--- config.mk ---
export PLATFORM = sky130hd
export DESIGN_NAME = pll_loop_ctrl
export DESIGN_NICKNAME = d
export VERILOG_FILES = /design/src/rtl/pll_pkg.sv /design/src/rtl/sync_2ff.sv /design/src/rtl/pll_loop_ctrl.sv
export SDC_FILE = /design/constraint.sdc
export NUM_CORES = 1
export LEC_CHECK = 0
export BUFFER_PORTS_ARGS = -buffer_cell sky130_fd_sc_hd__clkbuf_2
export CORE_MARGIN = 2
export CORE_UTILIZATION = 53
export CTS_CLUSTER_DIAMETER = 60
export CTS_CLUSTER_SIZE = 30
export DETAILED_ROUTE_END_ITERATION = 8
export PLACE_DENSITY = 0.71
export SLEW_MARGIN = 10
export SYNTH_ARGS = -nofsm -noshare
export SYNTH_HDL_FRONTEND = slang
export SYNTH_SLANG_ARGS = --single-unit
--- constraint.sdc ---
create_clock -name clk -period 21.6 [get_ports clk]
set_input_delay 2.16 -clock clk [delete_from_list [all_inputs] [get_ports clk]]
set_output_delay 2.16 -clock clk [all_outputs]
set_load 0.02 [all_outputs]
--- src/rtl/pll_pkg.sv ---
// -----------------------------------------------------------------------------
// pll_pkg
// Shared definitions for the PLL loop controller:
//   - pll_state_e     : loop-controller FSM state encoding
//   - *_DEF constants : default parameter values used by pll_loop_ctrl
//   - sat_signed      : saturate a signed value to a given two's-complement width
//   - clamp_unsigned  : clamp a signed value into [0, 2^width-1]
// Both helpers work on 64-bit signed intermediates; callers truncate the result
// to their own width afterwards.
// -----------------------------------------------------------------------------
package pll_pkg;

  localparam int ERR_W_DEF    = 12;
  localparam int TUNE_W_DEF   = 16;
  localparam int ACC_W_DEF    = 24;
  localparam int KP_SHIFT_DEF = 1;
  localparam int KI_SHIFT_DEF = 4;
  localparam int LOCK_TOL_DEF = 2;
  localparam int LOCK_CNT_DEF = 8;

  typedef enum logic [1:0] {
    ST_IDLE      = 2'd0,
    ST_WAIT_EDGE = 2'd1,
    ST_MEASURE   = 2'd2,
    ST_UPDATE    = 2'd3
  } pll_state_e;

  // Saturate val to the signed range of a width-bit two's-complement number.
  function automatic logic signed [63:0] sat_signed(input logic signed [63:0] val,
                                                    input int width);
    logic signed [63:0] max_v;
    logic signed [63:0] min_v;
    max_v = (64'sd1 <<< (width - 1)) - 64'sd1;
    min_v = -(64'sd1 <<< (width - 1));
    if (val > max_v) begin
      return max_v;
    end else if (val < min_v) begin
      return min_v;
    end else begin
      return val;
    end
  endfunction

  // Clamp val into the unsigned range of a width-bit number.
  function automatic logic signed [63:0] clamp_unsigned(input logic signed [63:0] val,
                                                        input int width);
    logic signed [63:0] max_v;
    max_v = (64'sd1 <<< width) - 64'sd1;
    if (val < 64'sd0) begin
      return 64'sd0;
    end else if (val > max_v) begin
      return max_v;
    end else begin
      return val;
    end
  endfunction

endpackage

--- src/rtl/sync_2ff.sv ---
// -----------------------------------------------------------------------------
// sync_2ff
// Two-flop synchronizer bringing an asynchronous level into the clk domain.
// Ports:
//   clk  : destination clock
//   rstn : asynchronous active-low reset (both flops clear to 0)
//   i_d  : asynchronous input
//   o_q  : synchronized output (two clk cycles of latency)
// -----------------------------------------------------------------------------
module sync_2ff (
  input  logic clk,
  input  logic rstn,
  input  logic i_d,
  output logic o_q
);

  logic r_meta;
  logic r_sync;

  // Metastability-filter chain.
  always_ff @(posedge clk or negedge rstn) begin
    if (!rstn) begin
      r_meta <= 1'b0;
      r_sync <= 1'b0;
    end else begin
      r_meta <= i_d;
      r_sync <= r_meta;
    end
  end

  assign o_q = r_sync;

endmodule

--- src/rtl/pll_loop_ctrl.sv ---
// -----------------------------------------------------------------------------
// pll_loop_ctrl
// Digital PLL loop controller: measures the phase difference between a
// reference and a feedback clock in clk cycles, runs a PI loop filter and
// drives an NCO whose MSB is the generated clock.
//
// Ports:
//   clk          : sampling/system clock
//   rstn         : asynchronous active-low reset
//   en           : loop enable (0 forces IDLE and freezes the NCO)
//   ref_clk      : asynchronous reference clock
//   fb_clk       : asynchronous feedback clock
//   phase_signal : asynchronous PFD XOR output (falling edge ends a measurement)
//   tune_init    : nominal tuning word
//   gen_clk      : NCO clock output
//   tune_word    : current tuning word
//   phase_err    : last measured signed phase error (positive = ref leads)
//   err_valid    : one-cycle pulse when phase_err is refreshed
//   locked       : lock indicator
//
// Build option: define PLL_LOCK_DET_EN to include the lock detector; without
// it, locked is tied to 0 and no lock counter exists.
// -----------------------------------------------------------------------------
module pll_loop_ctrl
  import pll_pkg::*;
#(
  parameter int ERR_W    = ERR_W_DEF,
  parameter int TUNE_W   = TUNE_W_DEF,
  parameter int ACC_W    = ACC_W_DEF,
  parameter int KP_SHIFT = KP_SHIFT_DEF,
  parameter int KI_SHIFT = KI_SHIFT_DEF,
  parameter int LOCK_TOL = LOCK_TOL_DEF,
  parameter int LOCK_CNT = LOCK_CNT_DEF
) (
  input  logic                    clk,
  input  logic                    rstn,
  input  logic                    en,
  input  logic                    ref_clk,
  input  logic                    fb_clk,
  input  logic                    phase_signal,
  input  logic [TUNE_W-1:0]       tune_init,
  output logic                    gen_clk,
  output logic [TUNE_W-1:0]       tune_word,
  output logic signed [ERR_W-1:0] phase_err,
  output logic                    err_valid,
  output logic                    locked
);

  // Count holds only the magnitude; the sign is tracked separately.
  localparam int CNT_W = ERR_W - 1;
  localparam int INT_W = 2 * ERR_W;
  localparam logic [CNT_W-1:0] CNT_MAX = {CNT_W{1'b1}};
  localparam logic [CNT_W-1:0] CNT_ONE = {{(CNT_W-1){1'b0}}, 1'b1};

  // Elaboration-time guard against configurations the datapath cannot hold.
  if (LOCK_CNT < 1 || LOCK_TOL < 0 || TUNE_W > ACC_W || ERR_W < 2 ||
      KP_SHIFT < 0 || KI_SHIFT < 0) begin : g_bad_cfg
    $error("pll_loop_ctrl: unsupported parameter combination");
  end

  // ---------------------------------------------------------------------------
  // Input synchronization and edge detection
  // ---------------------------------------------------------------------------
  logic w_ref_s;
  logic w_fb_s;
  logic w_ph_s;
  logic r_ref_d;
  logic r_fb_d;
  logic r_ph_d;
  logic w_ref_rise;
  logic w_fb_rise;
  logic w_ph_fall;

  sync_2ff u_sync_ref (.clk(clk), .rstn(rstn), .i_d(ref_clk),      .o_q(w_ref_s));
  sync_2ff u_sync_fb  (.clk(clk), .rstn(rstn), .i_d(fb_clk),       .o_q(w_fb_s));
  sync_2ff u_sync_ph  (.clk(clk), .rstn(rstn), .i_d(phase_signal), .o_q(w_ph_s));

  // Previous synchronized levels for edge detection.
  always_ff @(posedge clk or negedge rstn) begin
    if (!rstn) begin
      r_ref_d <= 1'b0;
      r_fb_d  <= 1'b0;
      r_ph_d  <= 1'b0;
    end else begin
      r_ref_d <= w_ref_s;
      r_fb_d  <= w_fb_s;
      r_ph_d  <= w_ph_s;
    end
  end

  assign w_ref_rise = w_ref_s & ~r_ref_d;
  assign w_fb_rise  = w_fb_s  & ~r_fb_d;
  assign w_ph_fall  = ~w_ph_s & r_ph_d;

  // ---------------------------------------------------------------------------
  // Loop state
  // ---------------------------------------------------------------------------
  pll_state_e              r_state;
  pll_state_e              w_state_nxt;
  logic                    r_sign;       // 1 = feedback led (negative error)
  logic                    w_sign_nxt;
  logic [CNT_W-1:0]        r_count;
  logic [CNT_W-1:0]        w_count_nxt;
  logic [CNT_W-1:0]        w_count_inc;
  logic signed [INT_W-1:0] r_integ;
  logic signed [INT_W-1:0] w_integ_nxt;
  logic [TUNE_W-1:0]       r_tune;
  logic [TUNE_W-1:0]       w_tune_nxt;
  logic signed [ERR_W-1:0] r_err;
  logic signed [ERR_W-1:0] w_err_nxt;
  logic                    r_err_valid;
  logic                    w_err_valid_nxt;
  logic                    w_opp_edge;

  // Loop-filter datapath, evaluated from the finished measurement.
  logic signed [ERR_W-1:0] w_err_upd;
  logic signed [63:0]      w_err_ext;
  logic signed [63:0]      w_integ_sum;
  logic signed [63:0]      w_integ_sat;
  logic signed [63:0]      w_tune_sum;
  logic [TUNE_W-1:0]       w_tune_upd;

  assign w_count_inc = r_count + CNT_ONE;
  // The edge that closes a measurement is the one from the lagging clock.
  assign w_opp_edge  = r_sign ? w_ref_rise : w_fb_rise;

  // PI filter: integrator saturates at 2*ERR_W bits, tuning word clamps.
  always_comb begin
    w_err_upd   = r_sign ? -$signed({1'b0, r_count}) : $signed({1'b0, r_count});
    w_err_ext   = {{(64-ERR_W){w_err_upd[ERR_W-1]}}, w_err_upd};
    w_integ_sum = {{(64-INT_W){r_integ[INT_W-1]}}, r_integ} + w_err_ext;
    w_integ_sat = sat_signed(w_integ_sum, INT_W);
    w_tune_sum  = $signed({{(64-TUNE_W){1'b0}}, tune_init}) +
                  (w_err_ext >>> KP_SHIFT) + (w_integ_sat >>> KI_SHIFT);
    w_tune_upd  = TUNE_W'(clamp_unsigned(w_tune_sum, TUNE_W));
  end

  // Next-state and next-register logic of the measurement FSM.
  always_comb begin
    w_state_nxt     = r_state;
    w_sign_nxt      = r_sign;
    w_count_nxt     = r_count;
    w_integ_nxt     = r_integ;
    w_tune_nxt      = r_tune;
    w_err_nxt       = r_err;
    w_err_valid_nxt = 1'b0;
    case (r_state)
      ST_IDLE: begin
        w_integ_nxt = {INT_W{1'b0}};
        w_tune_nxt  = tune_init;
        w_count_nxt = {CNT_W{1'b0}};
        if (en) begin
          w_state_nxt = ST_WAIT_EDGE;
        end else begin
          w_state_nxt = ST_IDLE;
        end
      end
      ST_WAIT_EDGE: begin
        if (!en) begin
          w_state_nxt = ST_IDLE;
        end else if (w_ref_rise && w_fb_rise) begin
          // Coincident edges: zero error, skip measuring.
          w_sign_nxt  = 1'b0;
          w_count_nxt = {CNT_W{1'b0}};
          w_state_nxt = ST_UPDATE;
        end else if (w_ref_rise) begin
          w_sign_nxt  = 1'b0;
          w_count_nxt = {CNT_W{1'b0}};
          w_state_nxt = ST_MEASURE;
        end else if (w_fb_rise) begin
          w_sign_nxt  = 1'b1;
          w_count_nxt = {CNT_W{1'b0}};
          w_state_nxt = ST_MEASURE;
        end else begin
          w_state_nxt = ST_WAIT_EDGE;
        end
      end
      ST_MEASURE: begin
        if (!en) begin
          w_count_nxt = {CNT_W{1'b0}};
          w_state_nxt = ST_IDLE;
        end else begin
          // The closing cycle is itself counted.
          w_count_nxt = w_count_inc;
          if (w_opp_edge || w_ph_fall || (w_count_inc == CNT_MAX)) begin
            w_state_nxt = ST_UPDATE;
          end else begin
            w_state_nxt = ST_MEASURE;
          end
        end
      end
      ST_UPDATE: begin
        if (!en) begin
          w_state_nxt = ST_IDLE;
        end else begin
          w_err_nxt       = w_err_upd;
          w_err_valid_nxt = 1'b1;
          w_integ_nxt     = w_integ_sat[INT_W-1:0];
          w_tune_nxt      = w_tune_upd;
          w_state_nxt     = ST_WAIT_EDGE;
        end
      end
      default: begin
        w_state_nxt = ST_IDLE;
      end
    endcase
  end

  // FSM and loop-filter registers.
  always_ff @(posedge clk or negedge rstn) begin
    if (!rstn) begin
      r_state     <= ST_IDLE;
      r_sign      <= 1'b0;
      r_count     <= {CNT_W{1'b0}};
      r_integ     <= {INT_W{1'b0}};
      r_tune      <= {TUNE_W{1'b0}};
      r_err       <= {ERR_W{1'b0}};
      r_err_valid <= 1'b0;
    end else begin
      r_state     <= w_state_nxt;
      r_sign      <= w_sign_nxt;
      r_count     <= w_count_nxt;
      r_integ     <= w_integ_nxt;
      r_tune      <= w_tune_nxt;
      r_err       <= w_err_nxt;
      r_err_valid <= w_err_valid_nxt;
    end
  end

  // ---------------------------------------------------------------------------
  // NCO
  // ---------------------------------------------------------------------------
  logic [ACC_W-1:0] r_acc;
  logic             r_gen_clk;

  // Phase accumulator; gen_clk is the registered accumulator MSB.
  always_ff @(posedge clk or negedge rstn) begin
    if (!rstn) begin
      r_acc     <= {ACC_W{1'b0}};
      r_gen_clk <= 1'b0;
    end else if (en) begin
      r_acc     <= r_acc + ACC_W'(r_tune);
      r_gen_clk <= r_acc[ACC_W-1];
    end else begin
      r_acc     <= r_acc;
      r_gen_clk <= r_gen_clk;
    end
  end

  // ---------------------------------------------------------------------------
  // Lock detector
  // ---------------------------------------------------------------------------
`ifdef PLL_LOCK_DET_EN
  localparam int LCNT_W = $clog2(LOCK_CNT + 1);
  localparam logic [LCNT_W-1:0] LCNT_MAX = LCNT_W'(LOCK_CNT);
  localparam logic [LCNT_W-1:0] LCNT_ONE = {{(LCNT_W-1){1'b0}}, 1'b1};
  localparam logic signed [63:0] TOL_P = 64'(LOCK_TOL);

  logic [LCNT_W-1:0] r_lock_cnt;
  logic [LCNT_W-1:0] w_lock_cnt_nxt;
  logic              r_locked;
  logic              w_in_band;

  assign w_in_band = (w_err_ext <= TOL_P) && (w_err_ext >= -TOL_P);

  // Consecutive in-band update counter, saturating at LOCK_CNT.
  always_comb begin
    w_lock_cnt_nxt = r_lock_cnt;
    if (r_state == ST_IDLE) begin
      w_lock_cnt_nxt = {LCNT_W{1'b0}};
    end else if ((r_state == ST_UPDATE) && en) begin
      if (!w_in_band) begin
        w_lock_cnt_nxt = {LCNT_W{1'b0}};
      end else if (r_lock_cnt < LCNT_MAX) begin
        w_lock_cnt_nxt = r_lock_cnt + LCNT_ONE;
      end else begin
        w_lock_cnt_nxt = r_lock_cnt;
      end
    end else begin
      w_lock_cnt_nxt = r_lock_cnt;
    end
  end

  // Lock counter and lock flag registers.
  always_ff @(posedge clk or negedge rstn) begin
    if (!rstn) begin
      r_lock_cnt <= {LCNT_W{1'b0}};
      r_locked   <= 1'b0;
    end else begin
      r_lock_cnt <= w_lock_cnt_nxt;
      r_locked   <= (w_lock_cnt_nxt == LCNT_MAX);
    end
  end

  assign locked = r_locked;
`else
  assign locked = 1'b0;
`endif

  assign gen_clk   = r_gen_clk;
  assign tune_word = r_tune;
  assign phase_err = r_err;
  assign err_valid = r_err_valid;

endmodule

* After elaboration in Yosys (flattened, before gate mapping)
Cells that the tools add are included.
** Word-level totals
- Flip-flop bits (word level) :: 101
- Bits in latches :: 0
- RAM bits :: 0
- Memory bits (read-only) :: 0
- Input bits :: 22
- Output and inout port bits :: 31
- Word-level logic and storage cells :: 82
- Memories :: 0
** Cells by class
- $add $sub $neg :: 6
- Multipliers :: 0
- Divide/modulo/power cells :: 0
- Magnitude comparators :: 4
- Equality and inequality tests :: 7
- Shifts and indexed selects :: 0
- Multiplexer cells :: 29
- Bitwise logic cells :: 6
- Reductions and logical operators :: 12
** Operators by type and width (number)
- $mux W64 :: 2
- $add A18 B60 Y61 :: 1
- $gt A61 B17 Y1 const B :: 1
- $lt A61 B1 Y1 const B :: 1
- $mux W11 :: 5
- $mux W16 :: 3
- $pmux W24 S2 :: 1
- $pmux W11 S3 :: 1
- $pmux W16 S2 :: 1
- $add A24 B12 Y25 :: 1
- $gt A25 B24 Y1 const B :: 1
- $lt A25 B24 Y1 const B :: 1
- $add A24 B16 Y24 :: 1
- $mux W24 :: 1
- $add A17 B11 Y18 :: 1
- $mux W12 :: 1
- $neg A11 Y12 :: 1
- $add A11 B1 Y11 const B :: 1
- $eq A11 B11 Y1 const B :: 1
- $mux W2 :: 5
- $mux W1 :: 8
- $pmux W2 S3 :: 1
- $reduce_and A3 Y1 :: 2
- $reduce_bool A3 Y1 :: 2
- 12 further kinds :: 20

* Depth between registers and ports, before layout
Gate-level depths: netlist of the first run.
- Word-level depth :: 12
- Gate-level depth with buffers :: 37
- Mapped depth without buffers :: 34

* By module
Synthesis of the first run repeated with hierarchy kept, for this count alone.
** Second synthesis, totals
- Cell total of the unflattened synthesis :: 1030
- Area, all modules :: 8704.6 um2
** By module, submodules not included
- pll_loop_ctrl :: times used 1, cells an instance 1024, area each 8554.5 um2, sequential area each 2377.3 um2
- sync_2ff :: times used 3, cells an instance 2, area each 50.0 um2, sequential area each 50.0 um2

* Worst setup path after synthesis of the first run
Ideal clock, no wire load.
- Path type :: reg-to-reg
- Start point :: register r_count[6]
- End point :: register r_tune[10] (netlist: tune_word[10])
- Library setup time :: 0.133 ns
- Arrival time :: 9.188 ns
- Required time :: 21.467 ns
- Setup slack :: 12.279 ns
- Cell stages (with the launch flop) :: 35
- Cell sequence :: dfrtp_1 > clkbuf_1 > or4_1 > nand2b_1 > o41ai_1 > inv_1 > ha_1 > buf_2 > and3_1 > a221o_1 > a21o_1 > a221o_1 > o31a_1 > buf_2 > nand2_1 > clkbuf_1 > o21ai_0 > fa_1 > ha_1 > or3_4 > o22a_1 > o211a_2 > o41ai_4 > a21oi_1 > a21oi_1 > o21ai_0 > ha_1 > nor4_1 > o211ai_1 > a221oi_1 > mux2i_1 > or3b_4 > nor4_4 > buf_6 > o22ai_1
** On the way
- Longest elaborated chain between the ends :: 12
** Ends and longest elaborated chain
- start, declared :: RTL line pll_loop_ctrl.sv:102 : logic [CNT_W-1:0] r_count;
- start signal, assigned :: RTL line pll_loop_ctrl.sv:214 : r_count <= {CNT_W{1'b0}};
- start signal, assigned :: RTL line pll_loop_ctrl.sv:222 : r_count <= w_count_nxt;
- $neg A11 Y12 (*) :: RTL line pll_loop_ctrl.sv:129 : w_err_upd = r_sign ? -$signed({1'b0, r_count}) : $signed({1'b0, r_count});
- $mux W12 (*) :: RTL line pll_loop_ctrl.sv:129
- net w_err_upd[11] :: RTL line pll_loop_ctrl.sv:116 : logic signed [ERR_W-1:0] w_err_upd;
- $add A24 B12 Y25 :: RTL line pll_loop_ctrl.sv:131 : w_integ_sum = {{(64-INT_W){r_integ[INT_W-1]}}, r_integ} + w_err_ext;
- $lt A25 B24 Y1 :: RTL line pll_pkg.sv:37 : end else if (val < min_v) begin
- $mux W64 :: RTL line pll_pkg.sv:37
- $mux W64 :: RTL line pll_pkg.sv:35 : if (val > max_v) begin
- $add A18 B60 Y61 (*) :: RTL line pll_loop_ctrl.sv:134 : (w_err_ext >>> KP_SHIFT) + (w_integ_sat >>> KI_SHIFT);
- $gt A61 B17 Y1 :: RTL line pll_pkg.sv:51 : end else if (val > max_v) begin
- $mux W16 :: RTL line pll_pkg.sv:51
- $mux W16 (*) :: RTL line pll_pkg.sv:49 : if (val < 64'sd0) begin
- $mux W16 (*) :: RTL line pll_loop_ctrl.sv:193 : if (!en) begin
- $pmux W16 S2 (*) :: RTL line pll_loop_ctrl.sv:147 : case (r_state)
- end signal, assigned :: RTL line pll_loop_ctrl.sv:216 : r_tune <= {TUNE_W{1'b0}};
- end signal, assigned :: RTL line pll_loop_ctrl.sv:224 : r_tune <= w_tune_nxt;
- end, declared :: RTL line pll_loop_ctrl.sv:107 : logic [TUNE_W-1:0] r_tune;
Mark *: on every way through the listed nets, which the timed path passes. The rest lies on a longest branch. The select of a mux whose other input is x is not followed.
A chain may end at the register's enable or synchronous reset.

* Worst setup path after layout of the first run
- Start point :: register r_count[6]
- End point :: register r_tune[8] (netlist: tune_word[8])
Same word-level chain as after synthesis.

==> metrics.log, run 1 <==
[metrics] Async S/R FF share, synth: 100.0%
[metrics] vias in the first global route: approximately 6,500
[metrics] GP Congestion: 0.9501
[metrics] EDFF count, synth: 0
[metrics] startpoint type of the worst setup path: flop
[metrics] synthesis-to-layout area growth: 8.879%
[metrics] diodes inserted: 0
[metrics] CP arrival: about 11 ns
[metrics] slew at the pin closest to its max-slew limit: 0.8748 ns
[metrics] post-route DRC violation count: 0
[metrics] commonest non-fill, non-tap cell in the layout: sky130_fd_sc_hd__dfrtp_1
[metrics] count of buffers from port buffering: 51
[metrics] Clock Tree Root: sky130_fd_sc_hd__clkbuf_16
[metrics] total detailed-routing wirelength: approximately 21 mm
[metrics] CTS sink cnt: about 100
[metrics] x dimension of the die: around 130 um
[metrics] # fillers: 1,455
[metrics] net total in the final layout: 1,116
[metrics] count of unique library cells instantiated by Yosys: 79
[metrics] initial antenna violation count: 0
[metrics] Total Negative Setup Slacks: 0 ns
[metrics] area fraction of the dominant cell type after synthesis: between 20% and 30%
[metrics] sequential-to-total area share from yosys stat: around 30%
[metrics] combinational fraction of design power: ~60%
[metrics] leakage power figure: 4.511 nW
[metrics] post-CTS setup buffer count: 0
[metrics] number of synthesized register bits: 101
[metrics] die height: 130.5 um
[metrics] critical path start-end classification: flop to flop
[metrics] total power: around 1.1 mW
[metrics] final period demand of the worst path: just over 10 ns
[metrics] worst path required time: 21.80 ns
[metrics] average wire per cell in the routed design: 17.32 um
[metrics] final antenna-violating net count: 0
[metrics] Finish-stage setup viols: 0
[metrics] global-route wire length before repair: 33.46 mm
[metrics] library cell contributing the largest single delay on the critical path: sky130_fd_sc_hd__xor2_1
[metrics] number of vias per cell: 5.991
[metrics] RSZ-0062 raised after global routing: false
[metrics] number of synthesis warnings: 0
[metrics] Core Rows: 46
[metrics] Total GRT Usage: about a quarter
[metrics] first-pass detailed-route iteration total: 5
[metrics] placed cell areas: 8907 um2
[metrics] Final Instance Area: 9236 um2
[metrics] H-tree lvl count: 3
[metrics] cell-internal power: 0.6209 mW
[metrics] top cell type by total area after synthesis: sky130_fd_sc_hd__dfrtp_1
[metrics] Clock transition at path regs: about 0.08 ns
[metrics] worst ir drop on vdd: 0.06676 mV
[metrics] floorplan die area: 17,030 um2
[metrics] maxcap violations: 0
[metrics] number of slew-limit violations in the final report: 0
[metrics] met3 routed WL: 1.172 mm
[metrics] most frequent cells in the layout: sky130_fd_sc_hd__dfrtp_1 (101), sky130_fd_sc_hd__nand2_1 (94), sky130_fd_sc_hd__o21ai_0 (86)
[metrics] class of the most critical hold timing path: flop to flop
[metrics] half-perimeter wire length after detailed placement: 15.76 mm
[metrics] worst-path fanout max: 22
[metrics] Switching Power: 0.5240 mW
[metrics] top-level port count: 53
[metrics] post-cts resize count: 0
[metrics] post-synthesis average cell area: approximately 9 um2
[metrics] Sw Ratio: between 40% and 50%
[metrics] power per cell area: 123.9 nW/um2
[metrics] top layer in use: met4
[metrics] run status: completed
[metrics] total placed cells including tap cells: around 1,200
[metrics] violation count after the first detailed-routing iteration: 384
[metrics] clock power share: 15.9%
[metrics] maximum clock skew at final layout: between 0.008 and 0.009 ns
[metrics] Mapped Area: between 8000 and 9000 um2
[metrics] hold buffers post-CTS: 0
[metrics] power share of the sequential group: 24.3%
[metrics] max incr delay on CP: ~0.73 ns
[metrics] net count after synthesis: 1,085
[metrics] main area contributors after synthesis: sky130_fd_sc_hd__dfrtp_1 (30%), sky130_fd_sc_hd__ha_1 (13%), sky130_fd_sc_hd__o21ai_0 (5.1%), sky130_fd_sc_hd__fa_1 (4.5%), sky130_fd_sc_hd__nand2_1 (4.2%)
[metrics] overflow left after global routing: 0
[metrics] largest buffer count on any clock path: 2
[metrics] clock latency on the worst-skew pair: between 0.3 and 0.4 ns
[metrics] maximum number of pins on one net before global-route repair: 54
[metrics] met1 layer wirelength in the final routing: 9.879 mm
[metrics] Max Clk Rate: 96.35 MHz
[metrics] Final Hold Viols: 0
[metrics] worst slew margin relative to its limit: 41.61%
[metrics] share of the clock period used by the worst path after layout: 48.05%
[metrics] DR WL met2: 9.385 mm
[metrics] number of buffers created by CTS: 9
[metrics] total via count in the routed design: 7,255
[metrics] fraction of final layout cells with drive strength greater than 1: roughly a tenth
[metrics] final non-filler cell total: 1,211
[metrics] cell count after synthesis: roughly 960
[metrics] most used flip-flop cell after synthesis: sky130_fd_sc_hd__dfrtp_1
[metrics] CTS tree: done
[metrics] endpoint type of the worst setup path: flop
[metrics] Core Footprint: 15,770 um2
[metrics] initial cell density of the core: 53.79%
stage by stage:
stage | setup WS [ns] | util [%] | hold WS (ns)
6_report | 11.22 | 58.57 | 0.3523
5_1_grt | 10.50 | 58.57 | 0.3577
4_1_cts | 11.34 | 58.57 | 0.3546
3_5_place_dp | 11.38 | 56.48 | 0.3371
3_3_place_gp | 11.78 | 56.48 | 0.3337
2_1_floorplan | 12.28 | - | 0.3312
routing by layer:
layer,GRT usage [%],up-vias
met2,37.96,197
met5,0,-
met3,4.112,39
met4,8.886,0
met1,36.09,3466
li1,-,3553
logic make-up (layout without fill, tap and decap cells):
| logic type | count (synthesis) | in the layout | share of synthesized area [%] |
|---|---|---|---|
| muxes | 21 | 21 | 2.684 |
| other | 1 | 1 | 0.04421 |
| adders and majority gates | 110 | 110 | 17.74 |
| xor gates and xnor gates | 64 | 64 | 6.608 |
| DFF | 101 | 101 | 29.79 |
| and+or+nand+nor | 242 | 242 | 13.86 |
| AOI/OAI and AO/OA | 313 | 313 | 24.32 |
| buffers and inverters | 107 | 143 | 4.941 |
path summary, 6_finish.rpt:
check	start	to	slack [ns]	cells after the start
hold reg to reg	u_sync_ph.r_meta	u_sync_ph.o_q	0.35	0
min in group asynchronous	rstn	r_acc[23]	1.80	1
max in group asynchronous	rstn	r_integ[20]	18.65	2
setup reg to reg	r_count[6]	tune_word[8]	11.22	31
hold / removal	u_sync_ph.r_meta	u_sync_ph.o_q	0.35	0
setup / recovery	r_count[6]	tune_word[8]	11.22	31
critical path: cells and delay by family (launching register included):
family / cells / cell delay, ns
buffers and inverters: 2 / 0.61
xor gates and xnor gates: 1 / 0.73
DFF: 1 / 0.48
and+or+nand+nor: 10 / 3.62
muxes: 1 / 0.11
adders and majority gates: 4 / 1.61
AOI/OAI and AO/OA: 13 / 3.03
state kept, by name, summed over array words and instances, names as in the netlist, 2 cells and up:
signal and count:
r_acc 24, r_integ 24, tune_word 16, phase_err 12, r_count 11, r_state 2
synthesized netlist by cell type (all sizes together) (6+ instances only):
cell	instances
a211oi	9
a21o	17
a21oi	64
a221oi	11
a22o	9
a31oi	14
a32oi	6
and2	8
and3	16
buf	10
clkbuf	28
dfrtp	101
fa	19
ha	85
inv	67
maj3	6
mux2	14
mux2i	7
nand2	94
nand2b	14
nand3	13
nor2	47
nor2b	8
nor3	14
o211ai	11
o21a	9
o21ai	90
o221ai	7
o22ai	14
o31ai	10
xnor2	34
xor2	30
final cells by class:
cell class	instances	area, um2	area share [%]
clock buffers	9	225.2	2.438
well taps	216	270.3	2.926
flip-flops and latches	101	2527	27.36
clock inverters	7	103.9	1.124
inverters	69	259.0	2.804
multi-input cells	751	5540	59.98
repair buffers	58	310.3	3.360
power by group through the flow:
stage,clock network (mW),logic [mW],registers (mW)
floorplan,0,0.520,0.290
global placement,0,0.657,0.281
detailed placement,0,0.674,0.283
CTS,0.185,0.680,0.279
global route,0.192,0.758,0.285
finish,0.182,0.684,0.279
No activity file was read; power rests on OpenSTA's default activity.
==> run 2: changes to the inputs <==
--- a/config.mk
+++ b/config.mk
@@ -11,7 +11,7 @@
 export CTS_CLUSTER_DIAMETER = 60
 export CTS_CLUSTER_SIZE = 30
 export DETAILED_ROUTE_END_ITERATION = 8
-export PLACE_DENSITY = 0.71
+export PLACE_DENSITY = 0.74
 export SLEW_MARGIN = 10
 export SYNTH_ARGS = -nofsm -noshare
 export SYNTH_HDL_FRONTEND = slang
==> constraint.sdc (replaced) <==
create_clock -name clk -period 9.4 [get_ports clk]
set_input_delay 0.94 -clock clk [delete_from_list [all_inputs] [get_ports clk]]
set_output_delay 0.94 -clock clk [all_outputs]
set_load 0.02 [all_outputs]
==> run 2 against run 1 <==
- fmax increased by 16%
- global-route usage decreased by 0.18 points
- sequential share of layout area decreased by 0.41 points
- via count increased by 0.83%
- clock power increased by 120%
- register-to-register slack got worse by 11 ns
- power increased by 130%
- count of clock-buffer cells in the layout unchanged
- sequential power increased by 130%
- combinational power increased by 140%
==> metrics.log, run 2 (synthesized netlist as in run 1, its figures left out) <==
[metrics] half-perimeter wire length after detailed placement: 15.78 mm (+0.12%)
[metrics] worst-path fanout max: 14 (-36%)
[metrics] final antenna-violating net count: 0 (unchanged)
[metrics] Core Footprint: 15,770 um2 (unchanged)
[metrics] number of slew-limit violations in the final report: 0 (unchanged)
[metrics] maxcap violations: 0 (unchanged)
[metrics] share of the clock period used by the worst path after layout: 95.22% (+47 points)
[metrics] x dimension of the die: 130.5 um (unchanged)
[metrics] largest buffer count on any clock path: 2 (unchanged)
[metrics] placed cell areas: 8997 um2 (+1.0%)
[metrics] Finish-stage setup viols: 0 (unchanged)
[metrics] CTS tree: done
[metrics] initial cell density of the core: 53.79% (unchanged)
[metrics] library cell contributing the largest single delay on the critical path: sky130_fd_sc_hd__or4_1
[metrics] Final Hold Viols: 0 (unchanged)
[metrics] most prevalent standard cell on the critical path: sky130_fd_sc_hd__ha_1
[metrics] most frequent cells in the layout: sky130_fd_sc_hd__dfrtp_1 (101), sky130_fd_sc_hd__nand2_1 (94), sky130_fd_sc_hd__o21ai_0 (85), sky130_fd_sc_hd__ha_1 (85), sky130_fd_sc_hd__inv_1 (65)
[metrics] maximum clock skew at final layout: 0.008700 ns (-0.00005079 ns)
[metrics] die height: 130.5 um (unchanged)
[metrics] Total GRT Usage: 24.78% (-0.18 points)
[metrics] fraction of final layout cells with drive strength greater than 1: 12.38% (+1.8 points)
[metrics] synthesis-to-layout area growth: 10.52%
[metrics] Max Clk Rate: 111.7 MHz (+16%)
[metrics] Clock Tree Root: sky130_fd_sc_hd__clkbuf_16
[metrics] vias in the first global route: 6,672 (+2.0%)
[metrics] Core Rows: 46 (unchanged)
[metrics] leakage power figure: 4.599 nW (+1.9%)
[metrics] final cell utilization of the core: 59.45% (+0.88 points)
[metrics] startpoint type of the worst setup path: flop
[metrics] diodes inserted: 0 (unchanged)
[metrics] Total Negative Setup Slacks: 0 ns (unchanged)
[metrics] net total in the final layout: 1,131 (+1.3%)
[metrics] slew at the pin closest to its max-slew limit: 1.025 ns (+0.1498 ns)
[metrics] power per cell area: 283.7 nW/um2 (+130%)
[metrics] CP arrival: 9.18 ns (-1.40 ns)
[metrics] fin worst setup slack: 0.4498 ns (-10.77 ns)
[metrics] class of the most critical hold timing path: flop to flop
[metrics] clock latency on the worst-skew pair: 0.36 ns (about the same)
[metrics] top-level port count: 53 (unchanged)
[metrics] maximum number of pins on one net before global-route repair: 75 (+39%)
[metrics] CTS sink cnt: 101 (unchanged)
[metrics] H-tree lvl count: 3 (unchanged)
[metrics] critical path start-end classification: flop to flop
[metrics] commonest non-fill, non-tap cell in the layout: sky130_fd_sc_hd__dfrtp_1
[metrics] initial antenna violation count: 0 (unchanged)
[metrics] count of buffers from port buffering: 51 (unchanged)
[metrics] # fillers: 1,437 (-1.2%)
[metrics] number of vias per cell: 5.967 (-0.41%)
[metrics] violation count after the first detailed-routing iteration: 445 (+16%)
[metrics] worst path required time: 9.63 ns (-12.17 ns)
[metrics] number of buffers created by CTS: 9 (unchanged)
[metrics] GP Congestion: 0.9406 (-1.0%)
[metrics] run status: completed
[metrics] worst ir drop on vdd: 0.1692 mV (+150%)
[metrics] final period demand of the worst path: 8.950 ns (-1.428 ns)
[metrics] total via count in the routed design: 7,315 (+0.83%)
[metrics] average wire per cell in the routed design: 17.22 um (-0.60%)
[metrics] Final Instance Area: 9375 um2 (+1.5%)
[metrics] global-route wire length before repair: 33.31 mm (-0.43%)
[metrics] total detailed-routing wirelength: 21.11 mm (+0.63%)
[metrics] final non-filler cell total: 1,226 (+1.2%)
[metrics] max incr delay on CP: 0.57 ns (-0.16 ns)
[metrics] first-pass detailed-route iteration total: 5 (unchanged)
[metrics] endpoint type of the worst setup path: flop
[metrics] footprint of the multi-input gates: 5573 um2 (+0.59%)
[metrics] pre-CTS setup slack: -0.07362 ns (-11.45 ns)
[metrics] worst slew margin relative to its limit: 31.23% (-10 points)
[metrics] total placed cells including tap cells: 1,207 (+1.0%)
[metrics] floorplan die area: 17,030 um2 (unchanged)
[metrics] overflow left after global routing: 0 (unchanged)
[metrics] post-route DRC violation count: 0 (unchanged)
[metrics] storage element area: 2527 um2 (unchanged)
[metrics] Clock transition at path regs: 0.07 ns (about the same)
==> run 2: critical path: cells and delay by family, from the launching register on <==
| family | cells | cell delay, ns |
|---|---|---|
| AO/OA/AOI/OAI | 13 | 2.95 |
| XOR/XNOR | 2 | 0.30 |
| adder cells (fa/ha/maj) | 6 | 2.20 |
| buffers and inverters | 5 | 0.61 |
| flip-flops | 1 | 0.49 |
| multiplexers | 1 | 0.11 |
| AND/OR/NAND/NOR | 7 | 2.16 |
==> run 2: layer usage <==
metal / GRT usage (%) / share of wire (%) / vias to the layer above
met5: 0 / 0 / -
met1: 35.64 / 47 / 3469
met4: 6.633 / 1.8 / 0
li1: - / - / 3585
met3: 4.316 / 6.2 / 32
met2: 38.85 / 45 / 229
==> run 2: power by group <==
part	leakage, nW	switching [mW]	internal (mW)
sequential	1.28	0.0958	0.545
combinational	3.17	0.928	0.696
clock	0.149	0.183	0.211
total	4.60	1.21	1.45
==> run 2: path summary, 6_finish.rpt <==
path	slack (ns)	from	cells past startpoint	to
min in group asynchronous	0.49	rstn	1	r_acc[21]
setup reg to reg	0.45	r_count[5]	34	tune_word[8]
setup / recovery	0.45	r_count[5]	34	tune_word[8]
max in group asynchronous	7.64	rstn	2	r_integ[3]
hold reg to reg	0.35	u_sync_fb.r_meta	0	u_sync_fb.o_q
hold / removal	0.35	u_sync_fb.r_meta	0	u_sync_fb.o_q
==> run 2: through the flow <==
step | total power [mW] | hold slack (ns)
detailed placement | 2.196 | 0.3355
finish | 2.659 | 0.3511
global placement | 2.159 | 0.3349
CTS | 2.649 | 0.3503
floorplan | 1.862 | 0.3312
global route | 2.873 | 0.3585
==> run 2: timing repair <==
| action | CTS | global route |
|---|---|---|
| pin swaps | 1 | 1 |
| endpoints found under the setup margin | 14 | 16 |
| hold buffers | 0 | 0 |
| resized for setup | 0 | 8 |
| gates cloned | 0 | 0 |
| setup buffers | 1 | 2 |
==> run 2: area by class of cell <==
type                            count  area share (%)
Multi-Input combinational cell    751           59.44
Sequential cell                   101           26.96
Timing Repair Buffer               73           4.644
Tap cell                          216           2.883
Inverter                           69           2.789
Clock buffer                        9           2.402
Clock inverter                      7          0.8808
==> run 3: changes to the inputs <==
--- a/config.mk
+++ b/config.mk
@@ -7,11 +7,10 @@
 export LEC_CHECK = 0
 export BUFFER_PORTS_ARGS = -buffer_cell sky130_fd_sc_hd__clkbuf_2
 export CORE_MARGIN = 2
-export CORE_UTILIZATION = 53
+export CORE_UTILIZATION = 30
 export CTS_CLUSTER_DIAMETER = 60
 export CTS_CLUSTER_SIZE = 30
 export DETAILED_ROUTE_END_ITERATION = 8
-export PLACE_DENSITY = 0.74
 export SLEW_MARGIN = 10
 export SYNTH_ARGS = -nofsm -noshare
 export SYNTH_HDL_FRONTEND = slang
==> run 3 against run 2 <==
- die area grew 74%
- count of clock-buffer cells in the layout grew 3
- sequential share of layout area shrank 0.57 points
- clock power shrank 9.4%
- via count shrank 2.0%
- critical path depth shrank 2
- non-clock buffer count grew 2
- design area grew 2.1%
- worst setup slack lost 0.013 ns
- combinational power is essentially flat
- critical path type unchanged
- critical endpoint is now tune_word[11]
==> metrics.log, run 3 (synthesized netlist as in run 1, its figures left out) <==
[metrics] commonest non-fill, non-tap cell in the layout: sky130_fd_sc_hd__dfrtp_1
[metrics] vias in the first global route: 6,855 (+2.7%)
[metrics] overflow left after global routing: 0 (unchanged)
[metrics] combinational fraction of design power: 61.6% (+0.5 points)
[metrics] most frequent cells in the layout: sky130_fd_sc_hd__dfrtp_1 (101), sky130_fd_sc_hd__nand2_1 (93), sky130_fd_sc_hd__o21ai_0 (84)
[metrics] Total Negative Setup Slacks: 0 ns (unchanged)
[metrics] run status: completed
[metrics] cell-internal power: 1.401 mW (-3.6%)
[metrics] total via count in the routed design: 7,167 (-2.0%)
[metrics] clock latency on the worst-skew pair: 0.36 ns (about the same)
[metrics] top-level port count: 53 (unchanged)
[metrics] startpoint type of the worst setup path: flop
[metrics] final antenna-violating net count: 0 (unchanged)
[metrics] Core Rows: 61 (+33%)
[metrics] Final Hold Viols: 0 (unchanged)
[metrics] synthesis-to-layout area growth: 12.89%
[metrics] diodes inserted: 0 (unchanged)
[metrics] initial antenna violation count: 0 (unchanged)
[metrics] slew at the pin closest to its max-slew limit: 1.072 ns (+0.04771 ns)
[metrics] endpoint type of the worst setup path: flop
[metrics] worst reg2reg path startpoint: r_count[5]
[metrics] Max Clk Rate: 111.6 MHz (-0.14%)
[metrics] Clock Tree Root: sky130_fd_sc_hd__clkbuf_16
[metrics] r2r endpoint: tune_word[11]
[metrics] critical path start-end classification: flop to flop
[metrics] power per cell area: 272.1 nW/um2 (-4.1%)
[metrics] die height: 172.2 um (+32%)
[metrics] Final Instance Area: 9577 um2 (+2.1%)
[metrics] worst-path fanout max: 16 (+2)
[metrics] GP Congestion: 0.9075 (-3.5%)
[metrics] number of buffers created by CTS: 9 (unchanged)
[metrics] violation count after the first detailed-routing iteration: 568 (+28%)
[metrics] final cell utilization of the core: 34.47% (-25 points)
[metrics] x dimension of the die: 172.2 um (+32%)
[metrics] total detailed-routing wirelength: 22.25 mm (+5.4%)
[metrics] CP arrival: 9.18 ns (about the same)
[metrics] largest buffer count on any clock path: 2 (unchanged)
[metrics] count of buffers from port buffering: 51 (unchanged)
[metrics] floorplan die area: 29,640 um2 (+74%)
[metrics] maxcap violations: 0 (unchanged)
[metrics] most prevalent standard cell on the critical path: sky130_fd_sc_hd__buf_4
[metrics] net total in the final layout: 1,134 (+0.27%)
[metrics] Finish-stage setup viols: 0 (unchanged)
[metrics] Sw Ratio: 46.24% (+0.85 points)
[metrics] worst ir drop on vdd: 0.1532 mV (-9.5%)
[metrics] worst slew margin relative to its limit: 28.03% (-3.2 points)
[metrics] fin worst setup slack: 0.4372 ns (-0.01258 ns)
[metrics] worst path required time: 9.62 ns (about the same)
[metrics] placed cell areas: 9215 um2 (+2.4%)
[metrics] class of the most critical hold timing path: flop to flop
[metrics] post-route DRC violation count: 0 (unchanged)
[metrics] power share of the sequential group: 24.7% (+0.6 points)
[metrics] average wire per cell in the routed design: 15.99 um (-7.1%)
[metrics] hold_ws: 0.3527 ns (+0.001580 ns)
[metrics] number of vias per cell: 5.152 (-14%)
[metrics] Register-to-Register Setup Slack: 0.44 ns (about the same)
[metrics] max incr delay on CP: 0.55 ns (-0.02 ns)
[metrics] Switching Power: 1.205 mW (-0.18%)
[metrics] maximum number of pins on one net before global-route repair: 56 (-25%)
[metrics] CTS sink cnt: 101 (unchanged)
[metrics] Total GRT Usage: 15.15% (-9.6 points)
[metrics] leakage power figure: 4.548 nW (-1.1%)
[metrics] initial cell density of the core: 30.54% (-23 points)
[metrics] number of slew-limit violations in the final report: 0 (unchanged)
[metrics] library cell contributing the largest single delay on the critical path: sky130_fd_sc_hd__or4_1
[metrics] half-perimeter wire length after detailed placement: 16.74 mm (+6.1%)
[metrics] Min-Delay Startpoint: u_sync_ref.r_meta
[metrics] fraction of final layout cells with drive strength greater than 1: 12.93% (+0.56 points)
[metrics] global-route wire length before repair: 35.62 mm (+6.9%)
[metrics] Core Footprint: 27,780 um2 (+76%)
[metrics] share of the clock period used by the worst path after layout: 95.35% (+0.13 points)
[metrics] maximum clock skew at final layout: 0.01028 ns (+0.001575 ns)
[metrics] first-pass detailed-route iteration total: 4 (-1)
[metrics] depth of the most critical reg-to-reg path: 32 (-5.9%)
[metrics] final period demand of the worst path: 8.963 ns (+0.01258 ns)
[metrics] H-tree lvl count: 3 (unchanged)
[metrics] pre-CTS setup slack: 0.2804 ns (+0.3540 ns)
[metrics] count of cells along the worst hold path: 0 (unchanged)
[metrics] clock power share: 13.7% (-1.1 points)
[metrics] CTS tree: done
[metrics] Clock transition at path regs: 0.07 ns (about the same)
[metrics] terminating pin of the worst hold path: u_sync_ref.o_q
## run 3: cell types whose count changed in the layout (fill, tap and decap cells not counted), moves of 2 or more
cell / previous run / this run
sky130_fd_sc_hd__buf_4: 22 / 24
sky130_fd_sc_hd__clkbuf_1: 0 / 3
sky130_fd_sc_hd__clkinvlp_4: 1 / 4
sky130_fd_sc_hd__ha_1: 85 / 81
sky130_fd_sc_hd__ha_2: 0 / 3
sky130_fd_sc_hd__inv_8: 2 / 0
## run 3: layout make-up
| cell class | instances | area [um2] |
|---|---|---|
| clock buffer | 12 | 236.5 |
| timing repair buffer | 75 | 450.4 |
| inverter | 69 | 265.3 |
| sequential | 101 | 2527 |
| fill | 2864 | 18210 |
| clock inverter | 4 | 32.53 |
| tap | 378 | 473.0 |
| multi-input combinational | 751 | 5584 |
| timing repair inverter | 1 | 7.507 |
## run 3: metrics by stage
| step | cells | total power [mW] |
|---|---|---|
| finish | 1391 | 2.606 |
| global route | 1391 | 2.840 |
| CTS | 1387 | 2.601 |
| detailed placement | 1371 | 2.228 |
| global placement | 1371 | 2.202 |
| floorplan | 959 | 1.862 |
## run 3: worst max-delay path, delay by kind of cell, from the launching register on
family,cells,cell delay (ns)
fa+ha+maj,5,1.74
buf+inv,4,0.88
simple gates,6,1.99
compound gates,16,3.57
flops,1,0.49
mux,1,0.12
## run 3: repair_timing
item / CTS / global route
hold buffers: 0 / 0
setup buffers: 0 / 3
endpoints found under the setup margin: 0 / 16
resized for setup: 0 / 16
## run 3: power by group through the flow
stage	sequential, mW	combinational [mW]	clock, mW
finish	0.644	1.60	0.357
global route	0.661	1.79	0.385
CTS	0.645	1.59	0.369
detailed placement	0.653	1.57	0
global placement	0.650	1.55	0
floorplan	0.668	1.19	0
## run 3: layer usage
| metal | vias to the layer above | track usage (%) | share of wire, % |
|---|---|---|---|
| met5 | - | 0 | 0 |
| met4 | 0 | 4.165 | 1.9 |
| met3 | 25 | 1.808 | 2.7 |
| met2 | 124 | 24.85 | 46 |
| met1 | 3432 | 21.07 | 50 |
| li1 | 3586 | - | - |
## run 3: worst max-delay path by stage
stage | startpoint | endpoint | slack [ns] | cells past startpoint
after floorplan | r_count[6] | tune_word[10] | 0.08 | 34
after global placement | r_count[5] | tune_word[0] | 0.57 | 33
after detailed placement | r_count[5] | tune_word[11] | 0.28 | 33
after CTS | r_count[5] | tune_word[11] | 0.27 | 33
after global routing | r_count[6] | tune_word[0] | -0.001 | 31
final | r_count[5] | tune_word[11] | 0.44 | 32
